## src/rtl/uart_pkg.sv

```systemverilog
// Shared constants, FSM state types and parity helper for uart_bus_port.
// The parity states exist only when UART_PARITY_EN is defined.
package uart_pkg;

   localparam int CTRL_RX_INT_EN  = 31;
   localparam int CTRL_TX_INT_EN  = 30;
   localparam int CTRL_PARITY_EN  = 29;
   localparam int CTRL_PARITY_ODD = 28;
   localparam int CTRL_OVERRUN    = 27;
   localparam int CTRL_FRAME_ERR  = 26;
   localparam int CTRL_PARITY_ERR = 25;

   localparam int OVERSAMPLE = 16;
   localparam int MID_SAMPLE = 8;

   typedef enum logic [2:0] {
      TX_IDLE   = 3'd0,
      TX_START  = 3'd1,
      TX_DATA   = 3'd2,
`ifdef UART_PARITY_EN
      TX_PARITY = 3'd3,
`endif
      TX_STOP   = 3'd4
   } tx_state_t;

   typedef enum logic [2:0] {
      RX_IDLE   = 3'd0,
      RX_START  = 3'd1,
      RX_DATA   = 3'd2,
`ifdef UART_PARITY_EN
      RX_PARITY = 3'd3,
`endif
      RX_STOP   = 3'd4
   } rx_state_t;

   // Parity bit that makes the total count of ones even (odd=0) or odd (odd=1).
   function automatic logic parity_bit(input logic [7:0] data, input logic odd);
      return (^data) ^ odd;
   endfunction

endpackage

```

## src/rtl/uart_sync_fifo.sv

```systemverilog
// Single-clock byte FIFO with occupancy level; pushes into a full FIFO are
// accepted only when a pop frees a slot in the same cycle.
module uart_sync_fifo #(
   parameter int DEPTH_BITS = 4
) (
   input  logic                  clk,
   input  logic                  rst,
   input  logic                  push,
   input  logic                  pop,
   input  logic [7:0]            din,
   output logic [7:0]            dout,
   output logic                  full,
   output logic                  empty,
   output logic [DEPTH_BITS:0]   level
);
   localparam int DEPTH = 1 << DEPTH_BITS;
   localparam logic [DEPTH_BITS:0] LEVEL_FULL = (DEPTH_BITS + 1)'(DEPTH);

   logic [7:0]            mem [DEPTH];
   logic [DEPTH_BITS-1:0] wr_ptr;
   logic [DEPTH_BITS-1:0] rd_ptr;
   logic                  do_push;
   logic                  do_pop;

   assign empty   = (level == {(DEPTH_BITS + 1){1'b0}});
   assign full    = (level == LEVEL_FULL);
   assign do_pop  = pop & ~empty;
   assign do_push = push & (~full | do_pop);
   assign dout    = mem[rd_ptr];

   // pointers and level
   always_ff @(posedge clk or posedge rst) begin
      if (rst) begin
         wr_ptr <= {DEPTH_BITS{1'b0}};
         rd_ptr <= {DEPTH_BITS{1'b0}};
         level  <= {(DEPTH_BITS + 1){1'b0}};
      end else begin
         if (do_push) wr_ptr <= wr_ptr + {{(DEPTH_BITS - 1){1'b0}}, 1'b1};
         if (do_pop)  rd_ptr <= rd_ptr + {{(DEPTH_BITS - 1){1'b0}}, 1'b1};
         case ({do_push, do_pop})
            2'b10:   level <= level + {{DEPTH_BITS{1'b0}}, 1'b1};
            2'b01:   level <= level - {{DEPTH_BITS{1'b0}}, 1'b1};
            default: level <= level;
         endcase
      end
   end

   // storage
   always_ff @(posedge clk) begin
      if (do_push) mem[wr_ptr] <= din;
   end

endmodule

```

## src/rtl/uart_bus_port.sv

```systemverilog
// Single-clock bus UART: register file, baud tick generators, TX and RX FSMs.
// Optional feature macro: UART_PARITY_EN (parity generation/checking).
module uart_bus_port
   import uart_pkg::*;
#(
   parameter int FIFO_DEPTH_BITS = 4,
   parameter int PRESCALE        = 54
) (
   input  logic        clk,
   input  logic        rst,
   input  logic [31:0] din,
   input  logic [3:0]  we,
   input  logic        en,
   input  logic        sel,
   output logic [7:0]  datRegOut,
   output logic [31:0] ctrlRegOut,
   output logic        interrupt,
   input  logic        uartRx,
   output logic        uartTx
);
   localparam int LW = FIFO_DEPTH_BITS + 1;

   logic        rx_int_en, tx_int_en, parity_en, parity_odd;
   logic        overrun, frame_err, parity_err;
   logic [7:0]  baud_div;
   logic [23:0] period_m1;
   logic        data_wr, data_rd, ctrl_wr, ctrl_hi_wr;

   logic          tx_push, tx_pop, tx_full, tx_empty;
   logic [7:0]    tx_head;
   logic [LW-1:0] tx_level;
   logic          rx_push, rx_full, rx_empty;
   logic [7:0]    rx_head;
   logic [LW-1:0] rx_level;

   tx_state_t   tx_state, tx_next;
   logic [23:0] tx_div;
   logic [3:0]  tx_os;
   logic [2:0]  tx_bit, tx_bit_nxt;
   logic [7:0]  tx_data;
   logic        tx_tick, tx_bit_end, tx_line;

   rx_state_t   rx_state, rx_next;
   logic [23:0] rx_div;
   logic [3:0]  rx_os;
   logic [2:0]  rx_bit;
   logic [7:0]  rx_shift;
   logic        rx_meta, rx_sync, rx_prev;
   logic        rx_tick, rx_sample, rx_restart;
   logic        set_overrun, set_frame_err;

   assign data_wr    = en & ~sel & we[0];
   assign data_rd    = en & ~sel & (we == 4'b0000);
   assign ctrl_wr    = en & sel;
   assign ctrl_hi_wr = ctrl_wr & we[3];
   assign period_m1  = (24'(baud_div) + 24'd1) * 24'(PRESCALE) - 24'd1;
   assign tx_push    = data_wr & (~tx_full | tx_pop);

   uart_sync_fifo #(.DEPTH_BITS(FIFO_DEPTH_BITS)) u_tx_fifo (
      .clk(clk), .rst(rst), .push(tx_push), .pop(tx_pop), .din(din[7:0]),
      .dout(tx_head), .full(tx_full), .empty(tx_empty), .level(tx_level)
   );

   uart_sync_fifo #(.DEPTH_BITS(FIFO_DEPTH_BITS)) u_rx_fifo (
      .clk(clk), .rst(rst), .push(rx_push), .pop(data_rd), .din(rx_shift),
      .dout(rx_head), .full(rx_full), .empty(rx_empty), .level(rx_level)
   );

   assign datRegOut  = rx_empty ? 8'd0 : rx_head;
   assign ctrlRegOut = {rx_int_en, tx_int_en, parity_en, parity_odd, overrun, frame_err,
                        parity_err, 1'b0, baud_div, 8'(tx_level), 8'(rx_level)};

   // control fields and sticky flags; a set in the same cycle beats a clear
   always_ff @(posedge clk or posedge rst) begin
      if (rst) begin
         rx_int_en <= 1'b1;
         tx_int_en <= 1'b0;
         baud_div  <= 8'd1;
         overrun   <= 1'b0;
         frame_err <= 1'b0;
      end else begin
         if (ctrl_hi_wr) begin
            rx_int_en <= din[CTRL_RX_INT_EN];
            tx_int_en <= din[CTRL_TX_INT_EN];
         end
         if (ctrl_wr & we[2]) baud_div <= din[23:16];
         overrun   <= (overrun & ~(ctrl_hi_wr & din[CTRL_OVERRUN])) | set_overrun;
         frame_err <= (frame_err & ~(ctrl_hi_wr & din[CTRL_FRAME_ERR])) | set_frame_err;
      end
   end

`ifdef UART_PARITY_EN
   logic rx_par_bad;

   // parity configuration, parity error flag and received-parity check
   always_ff @(posedge clk or posedge rst) begin
      if (rst) begin
         parity_en  <= 1'b0;
         parity_odd <= 1'b0;
         parity_err <= 1'b0;
         rx_par_bad <= 1'b0;
      end else begin
         if (ctrl_hi_wr) begin
            parity_en  <= din[CTRL_PARITY_EN];
            parity_odd <= din[CTRL_PARITY_ODD];
         end
         parity_err <= (parity_err & ~(ctrl_hi_wr & din[CTRL_PARITY_ERR])) | (rx_push & rx_par_bad);
         if (rx_restart) rx_par_bad <= 1'b0;
         else if ((rx_state == RX_PARITY) && rx_sample)
            rx_par_bad <= rx_sync ^ parity_bit(rx_shift, parity_odd);
         else rx_par_bad <= rx_par_bad;
      end
   end
`else
   logic unused_parity_din;
   assign parity_en  = 1'b0;
   assign parity_odd = 1'b0;
   assign parity_err = 1'b0;
   assign unused_parity_din = ^{din[CTRL_PARITY_EN], din[CTRL_PARITY_ODD], din[CTRL_PARITY_ERR]};
`endif

   logic unused_din;
   assign unused_din = ^{din[24], din[15:8]};

   assign tx_tick    = (tx_div == 24'd0);
   assign tx_bit_end = tx_tick & (tx_os == 4'(OVERSAMPLE - 1));

   // TX next state, FIFO pop on frame start, next line level
   always_comb begin
      tx_next = tx_state;
      tx_pop  = 1'b0;
      tx_line = 1'b1;
      case (tx_state)
         TX_IDLE: begin
            if (!tx_empty) begin tx_next = TX_START; tx_pop = 1'b1; end
            else tx_next = TX_IDLE;
         end
         TX_START: tx_next = tx_bit_end ? TX_DATA : TX_START;
         TX_DATA: begin
            if (tx_bit_end && (tx_bit == 3'd7)) begin
`ifdef UART_PARITY_EN
               tx_next = parity_en ? TX_PARITY : TX_STOP;
`else
               tx_next = TX_STOP;
`endif
            end else tx_next = TX_DATA;
         end
`ifdef UART_PARITY_EN
         TX_PARITY: tx_next = tx_bit_end ? TX_STOP : TX_PARITY;
`endif
         TX_STOP: begin
            if (tx_bit_end && !tx_empty) begin tx_next = TX_START; tx_pop = 1'b1; end
            else if (tx_bit_end) tx_next = TX_IDLE;
            else tx_next = TX_STOP;
         end
         default: tx_next = TX_IDLE;
      endcase
      if ((tx_state == TX_DATA) && tx_bit_end) tx_bit_nxt = tx_bit + 3'd1;
      else tx_bit_nxt = tx_bit;
      case (tx_next)
         TX_START:  tx_line = 1'b0;
         TX_DATA:   tx_line = tx_data[tx_bit_nxt];
`ifdef UART_PARITY_EN
         TX_PARITY: tx_line = parity_bit(tx_data, parity_odd);
`endif
         default:   tx_line = 1'b1;
      endcase
   end

   // TX state, line and bit timing; tick phase restarts on every frame start
   always_ff @(posedge clk or posedge rst) begin
      if (rst) begin
         tx_state <= TX_IDLE;
         uartTx   <= 1'b1;
         tx_div   <= 24'd0;
         tx_os    <= 4'd0;
         tx_bit   <= 3'd0;
         tx_data  <= 8'd0;
      end else begin
         tx_state <= tx_next;
         uartTx   <= tx_line;
         if (tx_pop) begin
            tx_data <= tx_head;
            tx_div  <= period_m1;
            tx_os   <= 4'd0;
            tx_bit  <= 3'd0;
         end else begin
            tx_bit <= tx_bit_nxt;
            if (tx_tick) begin tx_div <= period_m1; tx_os <= tx_os + 4'd1; end
            else tx_div <= tx_div - 24'd1;
         end
      end
   end

   assign rx_tick   = (rx_div == 24'd0);
   assign rx_sample = rx_tick & (rx_os == 4'(MID_SAMPLE - 1));

   // RX next state; the byte is pushed at the stop-bit sample
   always_comb begin
      rx_next    = rx_state;
      rx_push    = 1'b0;
      rx_restart = 1'b0;
      case (rx_state)
         RX_IDLE: begin
            if (rx_prev && !rx_sync) begin rx_next = RX_START; rx_restart = 1'b1; end
            else rx_next = RX_IDLE;
         end
         RX_START: begin
            if (rx_sample) rx_next = rx_sync ? RX_IDLE : RX_DATA;
            else rx_next = RX_START;
         end
         RX_DATA: begin
            if (rx_sample && (rx_bit == 3'd7)) begin
`ifdef UART_PARITY_EN
               rx_next = parity_en ? RX_PARITY : RX_STOP;
`else
               rx_next = RX_STOP;
`endif
            end else rx_next = RX_DATA;
         end
`ifdef UART_PARITY_EN
         RX_PARITY: rx_next = rx_sample ? RX_STOP : RX_PARITY;
`endif
         RX_STOP: begin
            if (rx_sample) begin rx_next = RX_IDLE; rx_push = 1'b1; end
            else rx_next = RX_STOP;
         end
         default: rx_next = RX_IDLE;
      endcase
      set_frame_err = rx_push & ~rx_sync;
      set_overrun   = rx_push & rx_full & ~data_rd;
   end

   // RX synchroniser, state, oversample timing and shift register
   always_ff @(posedge clk or posedge rst) begin
      if (rst) begin
         rx_meta  <= 1'b1;
         rx_sync  <= 1'b1;
         rx_prev  <= 1'b1;
         rx_state <= RX_IDLE;
         rx_div   <= 24'd0;
         rx_os    <= 4'd0;
         rx_bit   <= 3'd0;
         rx_shift <= 8'd0;
      end else begin
         rx_meta  <= uartRx;
         rx_sync  <= rx_meta;
         rx_prev  <= rx_sync;
         rx_state <= rx_next;
         if (rx_restart) begin
            rx_div <= period_m1;
            rx_os  <= 4'd0;
            rx_bit <= 3'd0;
         end else begin
            if (rx_tick) begin rx_div <= period_m1; rx_os <= rx_os + 4'd1; end
            else rx_div <= rx_div - 24'd1;
            if ((rx_state == RX_DATA) && rx_sample) begin
               rx_shift <= {rx_sync, rx_shift[7:1]};
               rx_bit   <= rx_bit + 3'd1;
            end
         end
      end
   end

   // registered interrupt request
   always_ff @(posedge clk or posedge rst) begin
      if (rst) interrupt <= 1'b0;
      else interrupt <= (rx_int_en & (~rx_empty | overrun | frame_err | parity_err)) |
                        (tx_int_en & tx_empty & (tx_state == TX_IDLE));
   end

endmodule

```

## config.mk

```make
export PLATFORM = sky130hd
export DESIGN_NAME = uart_bus_port
export DESIGN_NICKNAME = d
export VERILOG_FILES = /design/src/rtl/uart_pkg.sv /design/src/rtl/uart_sync_fifo.sv /design/src/rtl/uart_bus_port.sv
export SDC_FILE = /design/constraint.sdc
export NUM_CORES = 1
export LEC_CHECK = 0
export BUFFER_PORTS_ARGS = -buffer_cell sky130_fd_sc_hd__buf_2
export CAP_MARGIN = 20
export CORE_ASPECT_RATIO = 0.6
export CORE_MARGIN = 2
export CORE_UTILIZATION = 51
export CTS_CLUSTER_SIZE = 10
export DETAILED_ROUTE_END_ITERATION = 10
export GPL_TIMING_DRIVEN = 0
export PLACE_DENSITY = 0.68
export SLEW_MARGIN = 15
export SYNTH_ARGS = -nofsm -noshare
export SYNTH_HDL_FRONTEND = slang
export SYNTH_SLANG_ARGS = --single-unit
```

## constraint.sdc

```tcl
create_clock -name clk -period 5.9 [get_ports clk]
set_input_delay 0.295 -clock clk [delete_from_list [all_inputs] [get_ports clk]]
set_output_delay 0.295 -clock clk [all_outputs]
set_load 0.02 [all_outputs]
```

Word-level counts from Yosys, hierarchy flattened
Memories as Yosys holds them, arrays and structs flattened. A register that Yosys moved wholly into a read port is not among the register bits.
Index checks and enable logic that the tools add are counted.
{"block": "totals", "regBits": 119, "ramBits": 256, "in_bits": 41, "out_inout_bits": 42, "word_cells": 166, "memories": 2}
{"block": "op_classes", "add_sub_neg": 16, "multipliers": 1, "n_lt_le_gt_ge": 1, "eq_ne": 18, "muxes": 41, "n_bitwise": 41, "n_reduce_logical": 21}
{"name": "u_rx_fifo.mem", "words": 16, "word_bits": 8, "read_ports": 1, "rd_clocked_by_memory_dff": 0, "write_ports": 1, "line_no": "uart_sync_fifo.sv:19", "rtl": "logic [7:0] mem [DEPTH];"}
{"name": "u_tx_fifo.mem", "words": 16, "word_bits": 8, "read_ports": 1, "rd_clocked_by_memory_dff": 1, "write_ports": 1, "line_no": "uart_sync_fifo.sv:19"}
{"cell": "two-way mux 24 bit", "count": 4}
{"cell": "logical NOT 24 bit", "count": 2}
{"cell": "subtractor 24 x 1 -> 24 bit (second input constant)", "count": 2}
{"cell": "two-way mux 3 bit", "count": 9}
{"cell": "adder 4 x 1 -> 4 bit (second input constant)", "count": 6}
{"cell": "one-hot mux 3 bit (4 select lines)", "count": 2}
{"cell": "AND 1 bit", "count": 23}
{"cell": "one-hot mux 5 bit (2 select lines)", "count": 2}
{"cell": "two-way mux 4 bit", "count": 4}
{"cell": "subtractor 15 x 1 -> 16 bit (second input constant)", "count": 1}
{"cell": "multiplier 9 x 5 -> 14 bit (second input constant)", "count": 1}
{"cell": "two-way mux 1 bit", "count": 13}
{"cell": "equality test 3 bit (second input constant)", "count": 4}
{"cell": "adder 5 x 1 -> 5 bit (second input constant)", "count": 2}
{"cell": "equality test 5 bit (second input constant)", "count": 2}
{"cell": "logical NOT 5 bit", "count": 2}
{"cell": "NOT 1 bit", "count": 10}
{"cell": "nonzero test 2 bit", "count": 5}
{"cell": "subtractor 5 x 1 -> 5 bit (second input constant)", "count": 2}
{"cell": "adder 8 x 1 -> 9 bit (second input constant)", "count": 1}
{"cell": "equality test 3 x 1 -> 1 bit (second input constant)", "count": 3}
{"cell": "equality test 3 x 2 -> 1 bit (second input constant)", "count": 3}
{"cell": "two-way mux 8 bit", "count": 1}
{"cell": "bitwise OR 1 bit", "count": 8}
{"cell": "14 further kinds", "count": 27}

Depth between registers and ports, before layout
{"block": "logic_depth", "word_depth": 10, "ltp_mapped": 18, "mapped_depth_nobuf": 17}

Cells and area by module
From an unflattened synthesis, not the netlist that was laid out.
{"block": "unflattened", "hier_cells": 1326, "area_unflattened_um2": 18481.5}
{"module": "uart_bus_port", "instances": 1, "cells_each": 698, "area_per_inst_um2": 6831.6, "seq_area_each_um2": 2534.9}
{"module": "uart_sync_fifo at u_tx_fifo", "instances": 1, "cells_each": 319, "area_per_inst_um2": 5833.1, "seq_area_each_um2": 4169.0}
{"module": "uart_sync_fifo at u_rx_fifo", "instances": 1, "cells_each": 309, "area_per_inst_um2": 5816.8, "seq_area_each_um2": 4169.0}

Worst setup path after synthesis
OpenSTA, ideal clock, no wires.
{"block": "synth_path", "path_type": "flip-flop to flip-flop", "start": "register baud_div[0]", "end": "register tx_div[19]", "setup_time_ns": 0.083, "arrival_ns": 4.998, "required_ns": 5.817, "path_slack_ns": 0.819, "path_stages_with_launch": 19, "n_path_buf": 2, "synth_period_minus_slack_ns": 5.081, "cell_sequence": "dfstp_2 > ha_1 > clkbuf_1 > nand3_1 > xnor2_1 > ha_1 > fa_1 > inv_1 > fa_1 > inv_1 > ha_1 > clkbuf_1 > o211ai_1 > a21oi_1 > o21ai_0 > xor2_1 > nor3b_1 > nand4_1 > o21ai_0"}
{"block": "synth_between", "elab_chain_cells": 5}
{"item": "from (decl)", "line_no": "uart_bus_port.sv:25", "rtl": "logic [7:0] baud_div;"}
{"item": "from (signal assigned)", "line_no": "uart_bus_port.sv:86", "rtl": "if (ctrl_wr & we[2]) baud_div <= din[23:16];"}
{"item": "adder 8 x 1 -> 9 bit *", "line_no": "uart_bus_port.sv:56", "rtl": "assign period_m1 = (24'(baud_div) + 24'd1) * 24'(PRESCALE) - 24'd1;"}
{"item": "multiplier 9 x 5 -> 14 bit *", "line_no": "uart_bus_port.sv:56"}
{"item": "subtractor 15 x 1 -> 16 bit *", "line_no": "uart_bus_port.sv:56"}
{"item": "two-way mux 24 bit", "line_no": "uart_bus_port.sv:189", "rtl": "if (tx_tick) begin tx_div <= period_m1; tx_os <= tx_os + 4'd1; end"}
{"item": "two-way mux 24 bit *", "line_no": "uart_bus_port.sv:182", "rtl": "if (tx_pop) begin"}
{"item": "to (signal assigned)", "line_no": "uart_bus_port.sv:184", "rtl": "tx_div <= period_m1;"}
{"item": "to (signal assigned)", "line_no": "uart_bus_port.sv:189"}
{"item": "to (signal assigned)", "line_no": "uart_bus_port.sv:190", "rtl": "else tx_div <= tx_div - 24'd1;"}
{"item": "to (decl)", "line_no": "uart_bus_port.sv:37", "rtl": "logic [23:0] tx_div;"}
Every way passes the cells marked *; elsewhere a longest branch is shown, timed or not.
A chain may end at the register's enable or synchronous reset.

Worst setup path in the final report
{"block": "layout_path", "start": "register baud_div[0]", "end": "register rx_div[14]"}
{"block": "layout_between", "elab_chain_cells": 5}
{"item": "adder 8 x 1 -> 9 bit *", "line_no": "uart_bus_port.sv:56"}
{"item": "multiplier 9 x 5 -> 14 bit *", "line_no": "uart_bus_port.sv:56"}
{"item": "subtractor 15 x 1 -> 16 bit *", "line_no": "uart_bus_port.sv:56"}
{"item": "two-way mux 24 bit", "line_no": "uart_bus_port.sv:255", "rtl": "if (rx_tick) begin rx_div <= period_m1; rx_os <= rx_os + 4'd1; end"}
{"item": "two-way mux 24 bit *", "line_no": "uart_bus_port.sv:250", "rtl": "if (rx_restart) begin"}
{"item": "to (signal assigned)", "line_no": "uart_bus_port.sv:251", "rtl": "rx_div <= period_m1;"}
{"item": "to (signal assigned)", "line_no": "uart_bus_port.sv:255"}
{"item": "to (signal assigned)", "line_no": "uart_bus_port.sv:256", "rtl": "else rx_div <= rx_div - 24'd1;"}
{"item": "to (decl)", "line_no": "uart_bus_port.sv:44", "rtl": "logic [23:0] rx_div;"}
Marked as above.

==> reports/results.tsv <==
metric	value	unit
Core Box Area	0.0348	mm^2
crit path time final	5500	ps
Peak supply drop	0.403	mV
share of cells above drive strength 1	0.179	
WP data required	6320	ps
synthesis-to-finish area growth	13.5	%
I/O Pins	83	
fraction of registers with async set/reset	0.332	
Synth warnings	0	
Slew @ Worst Pin	1030	ps
Synth cell types	71	
RSZ-0062 raised after global routing	no	
static leakage	8.16	nW
Hold Fails Final Rpt	0	
initial antenna violation count	0	
Post-synth top flop	edfxtp_1	
Power Total	0.00893	W
top post-synthesis cells by area	edfxtp_1, dfrtp_1, mux4_2, ha_1, xnor2_1	
diode count	0	
Slew Viols, Final	0	
die area	0.0368	mm^2
Nets	1517	
WP data arrival	5920	ps
WL met2	16.0	mm
maxcap violations	0	
DP HPWL	25.8	mm
leading area contributor after synthesis	edfxtp_1	
final worst path period share	0.932	
CP cell instances	clkbuf_1, nand3_1, xnor2_1, ha_1, fa_1, inv_1, fa_1, inv_1, ha_1, clkbuf_1, o21ai_0, a21oi_1, o22a_1, o211a_1, nor3b_1, a211o_1, o211ai_1	
mean area per synthesized cell	14.1	um^2
slowest stage delay, CP	560	ps
power per cell area	438	mW/mm^2
Post-synth EDFFs	256	
largest net degree at the start of global routing	81	
CP Class	flop to flop	
Syn Std Cell Area	0.0180	mm^2
CTS Buffer Depth	3	
vias in the first global route	10300	
dpl cells	1815	
die span in y	149	um
synthesized flop and latch total	383	
uppermost layer routed	met4	
clk_lat worst skew	560	ps
Worst Setup End Kind	flop	
Hold Crit Class	input pin to flop	
DRT Pass-1 Iters	5	
DR iter-0 viols	795	
cells after synthesis	1277	
Tot GR Track Use	0.209	
synth cell count leaders	edfxtp_1, dfrtp_1, nor2_1	
total number of vias	10800	
DIE WIDTH	246	um
most common cell in the netlist	edfxtp_1	
FP Rows	53	
met3 routed WL	2.31	mm
H-tree Lvls	2	
first-pass GRT wire length	58.9	mm
highest-delay cell along the critical path	dfstp_2	
register area share after synthesis	0.606	
startpoint types	flop	
Finished Layout Cells	1910	
CTS Buf Count	44	
Post-DRT Antenna Nets	0	
clk_skew	29.6	ps
WL final	37.5	mm
met1 WL	18.8	mm
Max transition margin	0.310	
worst-path maximum fanout	8	
# clock sinks	383	
routed length per instance	19.6	um
Clock transition at path regs	60	ps
status	finished clean	
Yosys top cell area share	0.428	
final setup violation count	0	
Root Driver	clkbuf_16	
Starting Density	0.516	
vias per cell	5.66	
CTS tree	yes	
FMAX	182	MHz
drc violations	0	
PortBufs	60	
GP Congestion	0.820	
total gr overflow	0	
[layout by cell type (no fill, tap or decap), types with 10 or more instances in the layout]
cell / netlist / routed
nor3_1: 34 / 27
fa_1: 11 / 11
dlygate4sd3_1: 0 / 12
xnor2_1: 57 / 57
nor4_1: 18 / 18
nand2b_1: 13 / 13
o21ai_0: 56 / 56
conb_1: 1 / 10
edfxtp_1: 256 / 256
nand3_1: 21 / 21
nor2b_1: 20 / 20
nand4_1: 12 / 12
a21o_1: 15 / 15
mux4_2: 66 / 66
mux2i_1: 18 / 18
xor2_1: 41 / 41
buf_4: 16 / 18
clkbuf_1: 30 / 61
ha_1: 57 / 57
a21oi_1: 31 / 31
nand2_1: 76 / 76
mux2_2: 25 / 25
dfrtp_1: 121 / 121
nor2_1: 92 / 92
buf_2: 4 / 65
buf_1: 13 / 13
clkbuf_16: 0 / 44
inv_1: 54 / 53
[area by class of cell]
type                            instances  area (um^2)
Fill cell                            2730        14400
Clock inverter                          4         50.0
Multi-Input combinational cell        783         6640
Tap cell                              467          584
Inverter                               56          215
Buffer                                 64          313
Clock buffer                           77         1240
Timing Repair Buffer                   76          468
Sequential cell                       383        10900
[layer usage]
metal | up-vias | GRT usage
met5 | - | 0
met4 | 0 | 0.0400
met3 | 47 | 0.0387
met2 | 282 | 0.290
met1 | 5456 | 0.342
li1 | 5033 | -
[state kept, by name, summed over array words and instances, names as in the netlist, 3 cells and up]
name / cells
u_rx_fifo.mem: 128
u_tx_fifo.mem: 128
rx_div: 24
tx_div: 24
baud_div: 8
rx_shift: 8
tx_data: 8
u_rx_fifo.level: 5
u_tx_fifo.level: 5
rx_os: 4
tx_os: 4
u_rx_fifo.rd_ptr: 4
u_rx_fifo.wr_ptr: 4
u_tx_fifo.rd_ptr: 4
u_tx_fifo.wr_ptr: 4
rx_bit: 3
rx_state: 3
tx_bit: 3
tx_state: 3
[path summary, 6_finish.rpt]
kind	depth (start not counted)	startpoint	end	slack, ps
setup / recovery	17	baud_div[0]$_DFFE_PP1P_	rx_div[14]$_DFF_PP0_	400
hold / removal	4	din[26]	frame_err$_DFF_PP0_	80
setup reg to reg	17	baud_div[0]$_DFFE_PP1P_	rx_div[14]$_DFF_PP0_	400
hold reg to reg	0	rx_meta$_DFF_PP1_	rx_sync$_DFF_PP1_	360
max in group asynchronous	4	rst	tx_div[2]$_DFF_PP0_	4760
min in group asynchronous	3	rst	u_rx_fifo.level[3]$_DFFE_PP0P_	340
[cells by family (layout without fill, tap and decap cells)]
| logic type | count (synthesis) | count (layout) | synth area share |
|---|---|---|---|
| other cells | 1 | 10 | 0.000209 |
| flops | 383 | 383 | 0.606 |
| compound gates | 158 | 158 | 0.0583 |
| buf+inv | 120 | 277 | 0.0291 |
| mux | 109 | 109 | 0.109 |
| xor+xnor | 98 | 98 | 0.0478 |
| simple gates | 340 | 340 | 0.0984 |
| fa+ha+maj | 68 | 68 | 0.0520 |
[timing repair]
item,4_1_cts,5_1_grt
buffers inserted,0,2
hold buffers,12,0
gates resized for setup,1,1
hold endpoints to repair,53,0
pin swaps,0,2
endpoints found under the setup margin,18,18
[worst max-delay path, delay by kind of cell, from the launching register on]
family / cells / cell delay [ps]
adders and majority gates: 4 / 1570
buffers and inverters: 4 / 750
xor gates and xnor gates: 1 / 330
DFF: 1 / 560
AOI/OAI and AO/OA: 6 / 1450
and+or+nand+nor: 2 / 720
[through the flow]
stage / utilization / cell area [um^2] / worst slack [ps] / hold WS, ps / setup TNS, ps
after floorplan: - / 18000 / 819 / 299 / 0
after global placement: 0.542 / 18900 / -40.2 / 347 / -134
after detailed placement: 0.544 / 18900 / -165 / 353 / -1840
after CTS: 0.585 / 20400 / 193 / 47.5 / 0
after global routing: 0.586 / 20400 / 72.9 / 91.9 / 0
final: 0.586 / 20400 / 402 / 78.8 / 0
[where the power goes]
| group | internal, W | total [W] | switching [W] |
|---|---|---|---|
| combinational | 0.00123 | 0.00313 | 0.00190 |
| clock | 0.00143 | 0.00250 | 0.00106 |
| sequential | 0.00308 | 0.00330 | 0.000222 |
| total | 0.00574 | 0.00893 | 0.00319 |
No activity file was read; power rests on OpenSTA's default activity.
